**src/rtl/conv_pad_sequencer.sv**
```systemverilog
// Frame sequencer for one conv2d filter bank: steps the channel FIFOs in lock-step,
// wraps the frame in a one-pixel zero border and counts the bank's outputs.
module conv_pad_sequencer #(
    parameter int DATA_WIDTH = 32,
    parameter int CHANNELS   = 16,
    parameter int WIDTH      = 56,
    parameter int HEIGHT     = 56
) (
    input  logic                           clk,
    input  logic                           rst,
    input  logic                           start,
    input  logic [CHANNELS-1:0]            fifo_empty,
    input  logic [CHANNELS*DATA_WIDTH-1:0] fifo_data,
    output logic                           fifo_rdreq,
    input  logic                           fm_rdreq,
    input  logic                           fm_valid_out,
    output logic                           pad_empty,
    output logic [CHANNELS*DATA_WIDTH-1:0] pad_data,
    output logic                           busy,
    output logic                           done
);

    localparam int TOTAL = WIDTH * HEIGHT;
    localparam int CNT_W = $clog2(TOTAL + 1);
    localparam int ROW_W = $clog2(HEIGHT + 2);
    localparam int COL_W = $clog2(WIDTH + 2);

    localparam logic [ROW_W-1:0] ROW_LAST = ROW_W'(HEIGHT + 1);
    localparam logic [COL_W-1:0] COL_LAST = COL_W'(WIDTH + 1);
    localparam logic [CNT_W-1:0] CNT_FULL = CNT_W'(TOTAL);

    typedef enum logic [1:0] {IDLE, STREAM, DRAIN, DONE} state_t;

    state_t           state;
    logic [ROW_W-1:0] row;
    logic [COL_W-1:0] col;
    logic [CNT_W-1:0] out_cnt;

    logic             in_stream;
    logic             border;
    logic             transfer;
    logic             cnt_en;
    logic [CNT_W-1:0] cnt_next;

    // The upstream FIFOs are show-ahead, so the read strobe must be combinational with the transfer.
    always_comb begin
        in_stream  = (state == STREAM);
        border     = (row == '0) || (row == ROW_LAST) || (col == '0) || (col == COL_LAST);
        pad_empty  = !in_stream || (!border && (|fifo_empty));
        pad_data   = (in_stream && !border) ? fifo_data : '0;
        transfer   = in_stream && fm_rdreq && !pad_empty;
        fifo_rdreq = transfer && !border;
    end

    always_comb begin
        cnt_en   = fm_valid_out && ((state == STREAM) || (state == DRAIN)) && (out_cnt != CNT_FULL);
        cnt_next = cnt_en ? out_cnt + 1'b1 : out_cnt;
    end

    always_ff @(posedge clk or negedge rst) begin
        if (!rst) begin
            state   <= IDLE;
            row     <= '0;
            col     <= '0;
            out_cnt <= '0;
            busy    <= 1'b0;
            done    <= 1'b0;
        end else begin
            done <= 1'b0;
            case (state)
                IDLE: begin
                    if (start) begin
                        state   <= STREAM;
                        busy    <= 1'b1;
                        row     <= '0;
                        col     <= '0;
                        out_cnt <= '0;
                    end
                end
                STREAM: begin
                    out_cnt <= cnt_next;
                    if (transfer) begin
                        if (col == COL_LAST) begin
                            col <= '0;
                            if (row == ROW_LAST) begin
                                row   <= '0;
                                state <= DRAIN;
                            end else begin
                                row <= row + 1'b1;
                            end
                        end else begin
                            col <= col + 1'b1;
                        end
                    end
                end
                // The final output pulse may itself complete the count.
                DRAIN: begin
                    out_cnt <= cnt_next;
                    if (cnt_next == CNT_FULL) begin
                        state <= DONE;
                        busy  <= 1'b0;
                        done  <= 1'b1;
                    end
                end
                DONE: begin
                    state   <= IDLE;
                    out_cnt <= '0;
                end
                default: state <= IDLE;
            endcase
        end
    end

endmodule

```
**config.mk**
```make
export PLATFORM = sky130hd
export DESIGN_NAME = conv_pad_sequencer
export DESIGN_NICKNAME = d
export VERILOG_FILES = /design/src/rtl/conv_pad_sequencer.sv
export SDC_FILE = /design/constraint.sdc
export NUM_CORES = 1
export LEC_CHECK = 0
export BUFFER_PORTS_ARGS = -buffer_cell sky130_fd_sc_hd__buf_2
export CAP_MARGIN = 10
export CORE_AREA = 2 2 410 412
export DETAILED_ROUTE_END_ITERATION = 12
export DIE_AREA = 0 0 412 414
export GPL_ROUTABILITY_DRIVEN = 0
export PLACE_DENSITY_LB_ADDON = 0.3
export RECOVER_POWER = 25
export SYNTH_ARGS = -nofsm -noshare
export SYNTH_HDL_FRONTEND = slang
export SYNTH_SLANG_ARGS = --single-unit
```
**constraint.sdc**
```tcl
create_clock -name clk -period 3.1 [get_ports clk]
set_input_delay 0.31 -clock clk [delete_from_list [all_inputs] [get_ports clk]]
set_output_delay 0.31 -clock clk [all_outputs]
set_load 0.02 [all_outputs]
```
Word-level counts from Yosys, hierarchy flattened:

Cells that the tools add are included.

* add/subtract/negate cells: 3
* multipliers: 0
* div/mod/pow operators: 0
* order comparisons: 0
* eq/ne operators: 12
* shift-type cells: 0
* mux-type cells: 23
* bitwise gates (word level): 0
* reduce and logical (&&, ||, !) cells: 26

Operators with widths (number)
* 512-bit two-way mux: 1
* 6-bit two-way mux: 6
* 12-bit case mux with 3 select lines: 1
* 12-bit two-way mux: 2
* 6-bit case mux with 2 select lines: 2
* 16-bit OR reduction: 1
* 12-bit by 1-bit adder with 12-bit output, second input constant: 1
* 6-bit by 1-bit adder with 6-bit output, second input constant: 2
* 12-bit equality test, second input constant: 1
* 6-bit equality test, second input constant: 2
* 6-bit logical NOT: 2
* 12-bit inequality test, second input constant: 1
* 2-bit two-way mux: 5
* 2-bit by 1-bit inequality test with 1-bit output, second input constant: 4
* 2-bit case mux with 4 select lines: 1
* 1-bit logical AND: 7
* 3-bit AND reduction: 2
* 1-bit logical OR: 5
* 5-bit AND reduction: 1
* 2-bit equality test, second input constant: 2
* 1-bit two-way mux: 4
* 4-bit AND reduction: 1
* 2-bit nonzero test: 2
* 1-bit logical NOT: 3
* 5 further kinds: 5

* bits in registers: 28
* bits in latches: 0
* memory bits (writable): 0
* memory bits (read-only): 0
* output and inout port bits: 516
* logic and storage cells: 70
* memories: 0

Logic depth before layout (Yosys ltp):

* depth after elaboration: 11
* gate-level depth with buffers: 9
* mapped depth without buffers: 8

Worst setup path before layout:

No wires, ideal clock.

* path type: register to register
* start point: register state[1]
* end point: register state[1]
* setup time: 0.125 ns
* arrival time: 2.337 ns
* slack: 0.638 ns
* cell stages (with the launch flop): 10
* buffers on the path: 1
* cells stage by stage: dfrtp_1 inv_1 ha_1 buf_2 nand4_1 or3_1 nor4b_1 o2111a_1 a21oi_2 mux2_4

* cells in the longest elaborated chain, start to end: 8
* elaborated cells between the ends (all ways): 21
* classes of those cells: eq/ne (9); mux (2); reduce/logical (10)

Ends and longest elaborated chain
* from (decl): RTL line 34 `state_t state;`
* from (signal assigned): RTL line 62 `state <= IDLE;`
* from (signal assigned): RTL line 73 `state <= STREAM;`
* from (signal assigned): RTL line 87 `state <= DRAIN;`
* 2-bit by 1-bit equality test with 1-bit output / 2-bit equality test (equally long branches): RTL line 47, 56, 70
* 1-bit logical OR: RTL line 56 `cnt_en = fm_valid_out && ((state == STREAM) || (state == DRAIN)) && (out_cnt != CNT_FULL);`
* 1-bit logical AND (2 in series): RTL line 56
* 12-bit two-way mux: RTL line 57 `cnt_next = cnt_en ? out_cnt + 1'b1 : out_cnt;`
* 12-bit equality test: RTL line 99 `if (cnt_next == CNT_FULL) begin`
* 2-bit by 1-bit inequality test with 1-bit output (no line)
* 5-bit AND reduction (no line)

Parallel ways exist; a longest one is shown, timed or not.
A chain may end at the register's enable or synchronous reset.

Worst setup path in the final report:

* start point: register row[0]
* end point: output port pad_data[62]

* cells in the longest elaborated chain, start to end: 7
* elaborated cells between the ends (all ways): 8
* classes of those cells: eq/ne (1); mux (1); reduce/logical (6)

Ends and longest elaborated chain
* from (decl): RTL line 35 `logic [ROW_W-1:0] row;`
* from (signal assigned): RTL line 89 `row <= row + 1'b1;`
* 6-bit equality test / 6-bit logical NOT (equally long branches): RTL line 48 `border = (row == '0) || (row == ROW_LAST) || (col == '0) || (col == COL_LAST);`
* 1-bit logical OR (*) (3 in series): RTL line 48
* 1-bit logical NOT (*): RTL line 50 `pad_data = (in_stream && !border) ? fifo_data : '0;`
* 1-bit logical AND (*): RTL line 50
* 512-bit two-way mux (*): RTL line 50
* to (decl): RTL line 18 `output logic [CHANNELS*DATA_WIDTH-1:0] pad_data,`

Mark *: on every way between the ends. The rest lies on a longest branch, timed or not.

==> results by group <==
Route
  • Met1 Wirelength: 46,000 um
  • Drt pass-1 iters: 6
  • Vias per inst: ~3.1
  • Met3 WL: 25,400 um
  • Top Metal Used: met5
  • Met2 WL post-DR: 64,100 um
  • Post-DRT Antenna Nets: 0
  • Initial detailed-routing violation count: 1,010
  • Drt wl/cell: 34.5 um
  • Drc violations: 0
  • Vias: 12,500
  • Drt total wl: between 100,000 and 150,000 um

STA
  • Slew HR: -15.3%
  • Pin slew with the least headroom to its limit: around 1.7 ns
  • Hold slack: 0.388 ns
  • Final Max Slew Viols: 29
  • RSZ-0062 raised after global routing: no
  • Setup violators final: 0
  • FMAX: 333 MHz
  • Clock Skews: 0.0124 ns
  • Final min period: roughly 3.0 ns
  • Post-route clock period utilization: 96.8%
  • Final Hold Fails: 0
  • Setup TNS: 0 ns

Critical path
  • Worst Path Required: between 2 and 3 ns
  • Largest fanout on the critical path: between 90 and 100
  • Critical path endpoint category: output pin
  • Worst setup SP type: flop
  • Critical setup path kind: reg2out
  • Crit path DAT: 2.69 ns

CTS
  • Clk buf depth: 2
  • Worst-Skew Late Latency: 0.28 ns
  • Clk root buf: clkbuf_16
  • TritonCTS sink count: 28
  • TritonCTS Buffers: 3
  • # hold bufs at CTS: 0
  • Clock slew at reported path FFs: 0.08 ns
  • H-tree levels: 1
  • CTS tree: done
  • # Post-CTS Setup Buffers: 0

Logic synthesis
  • Register area share after synthesis: around 12%
  • Post-synth top area cell: and3_1
  • Cell with the most instances after synthesis: and3_1
  • Synth top area cells: and3_1 (57%), dfrtp_1 (12%), clkbuf_1 (7.9%)
  • Syn. warnings: 0
  • Synth cell types: 53
  • Synthesized area: 5630 um2
  • Post-synth top cells: and3_1 (516), clkbuf_1 (119), nand2_1 (31)
  • Async S/R FF share, synth: 100%
  • Synth top area share: 57.4%
  • Syn nets: ~1,400
  • Post-synthesis area per instance: 6.63 um2
  • Synth Register Bits: 28
  • EDFF count, synth: 0
  • Ys flop type: dfrtp_1
  • Post-Syn Instances: around 850

Floorplan
  • Rows: 150
  • Die Y: 414 um
  • Die ar.: 171,000 um2
  • I/O pins: 1,049
  • Core area: 166,000 um2
  • Initial core utilization: 3.38%
  • Die X: 412 um

Layout
  • Layout cell share with drive strength beyond 1: 56.4%
  • Synth-to-layout area growth: 149%
  • Area of the multi-input gates: 4460 um2
  • Fillers: 19,700
  • Final nets: 2,344
  • Sequential cell area: 701 um2
  • Layout Cells excl Fill: between 4,000 and 5,000

Global routing
  • Global-route wire length before repair: 162,000 um
  • Initial antenna violation count: 276
  • Vias in the first global route: about 11,000
  • Largest net degree at the start of global routing: 148
  • GRT Overall Usage: 15.5%
  • Grt ovf: 0

Placement
  • IO Port Bufs: 1,048
  • Dpl hpwl: 130,000 um
  • Placed cell count: approximately 4,000

Min path
  • HP Class: in2reg

Pwr
  • Worst vdd ir: about 0.22 mV
  • Pwr dens: 207 nW/um2
  • Pleak: 7.23 nW

Run
  • Max Cap Viol: 1

Status
  • Failing checks: capacitance limit, slew limit
  • Status: finished with violations
registers in the layout, summed over array words and instances, names as in the netlist:
| name | count |
|---|---|
| out_cnt | 12 |
| col | 6 |
| row | 6 |
| state | 2 |
| busy | 1 |
| done | 1 |
what timing repair did:
item	in CTS	in global routing
setup endpoints to repair	347	110
cloned	0	1
pin swaps	0	1
gates resized for setup	2	5
path summary, 6_finish.rpt:
kind / startpoint / cells after the start / endpoint / slack (ns)
min in group asynchronous: rst / 1 / state[0]$_DFFE_PN0P_ / 0.48
worst min-delay path: start / 3 / busy$_DFFE_PN0P_ / 0.39
max in group asynchronous: rst / 1 / row[3]$_DFFE_PN0P_ / 1.62
worst max-delay path: row[0]$_DFFE_PN0P_ / 9 / pad_data[62] / 0.1
worst min register to register: busy$_DFFE_PN0P_ / 1 / busy$_DFFE_PN0P_ / 0.53
worst max register to register: state[0]$_DFFE_PN0P_ / 8 / state[1]$_DFFE_PN0P_ / 0.23
placed cells by master, fill, tap and decap left out, drive strengths merged, types with 7 or more instances in the layout:
cell type and count:
buf 981, and3 516, clkbuf 91, diode 60
nand2 31, dfrtp 28, nor2 15, nand3 11
o31ai 11, ha 11, inv 10, nand4 10
o21ai 7
power breakdown:
group / internal, W / leakage (nW) / switching, W
sequential: 0.000394 / 0.351 / 0.0000541
clock: 0.000258 / 0.0515 / 0.000140
combinational: 0.000726 / 6.82 / 0.00133
total: 0.00138 / 7.23 / 0.00153
critical path, cell delays in order (launching register included):
cell and delay, ns:
dfrtp_1 0.42, inv_1 0.10, ha_1 0.16, or4b_1 0.50, a21oi_4 0.22, nor2_4 0.08
buf_12 0.16, buf_12 0.20, and3_1 0.27, buf_2 0.18
through the flow:
| stage | setup slack, ns | instance area [um2] | util, % | total power (W) |
|---|---|---|---|---|
| 2_1_floorplan | 0.638 | 5630 | - | 0.00127 |
| 3_3_place_gp | 0.0522 | 13900 | 8.35 | 0.00259 |
| 3_5_place_dp | 0.179 | 13900 | 8.35 | 0.00258 |
| 4_1_cts | 0.0412 | 14000 | 8.42 | 0.00298 |
| 5_1_grt | 0.00350 | 13900 | 8.39 | 0.00305 |
| 6_report | 0.0991 | 14000 | 8.42 | 0.00291 |
kinds of logic (layout without fill, tap and decap cells):
family / after synthesis / count (layout) / share of synthesized area, %
AND/OR/NAND/NOR: 618 / 618 / 67.5
other: 0 / 60 / 0
adder cells (fa/ha/maj): 11 / 11 / 2.45
XOR/XNOR: 9 / 9 / 1.40
AO/OA/AOI/OAI: 44 / 44 / 5.89
flip-flops: 28 / 28 / 12.5
buffers and inverters: 133 / 1083 / 9.07
multiplexers: 6 / 6 / 1.18
cell type report:
class | count | area share [%]
diodes | 60 | 1.07
clock buffers | 3 | 0.536
clock inverters | 1 | 0.214
inverters | 10 | 0.268
multi-input cells | 688 | 31.8
flip-flops and latches | 28 | 5.00
well taps | 2204 | 19.7
repair buffers | 1069 | 41.4
layer usage:
layer | vias up | track usage (%)
li1 | 5108 | -
met1 | 5590 | 15.0
met2 | 1115 | 25.5
met3 | 470 | 12.8
met4 | 198 | 2.05
met5 | - | 1.41
No activity file was read; power rests on OpenSTA's default activity.
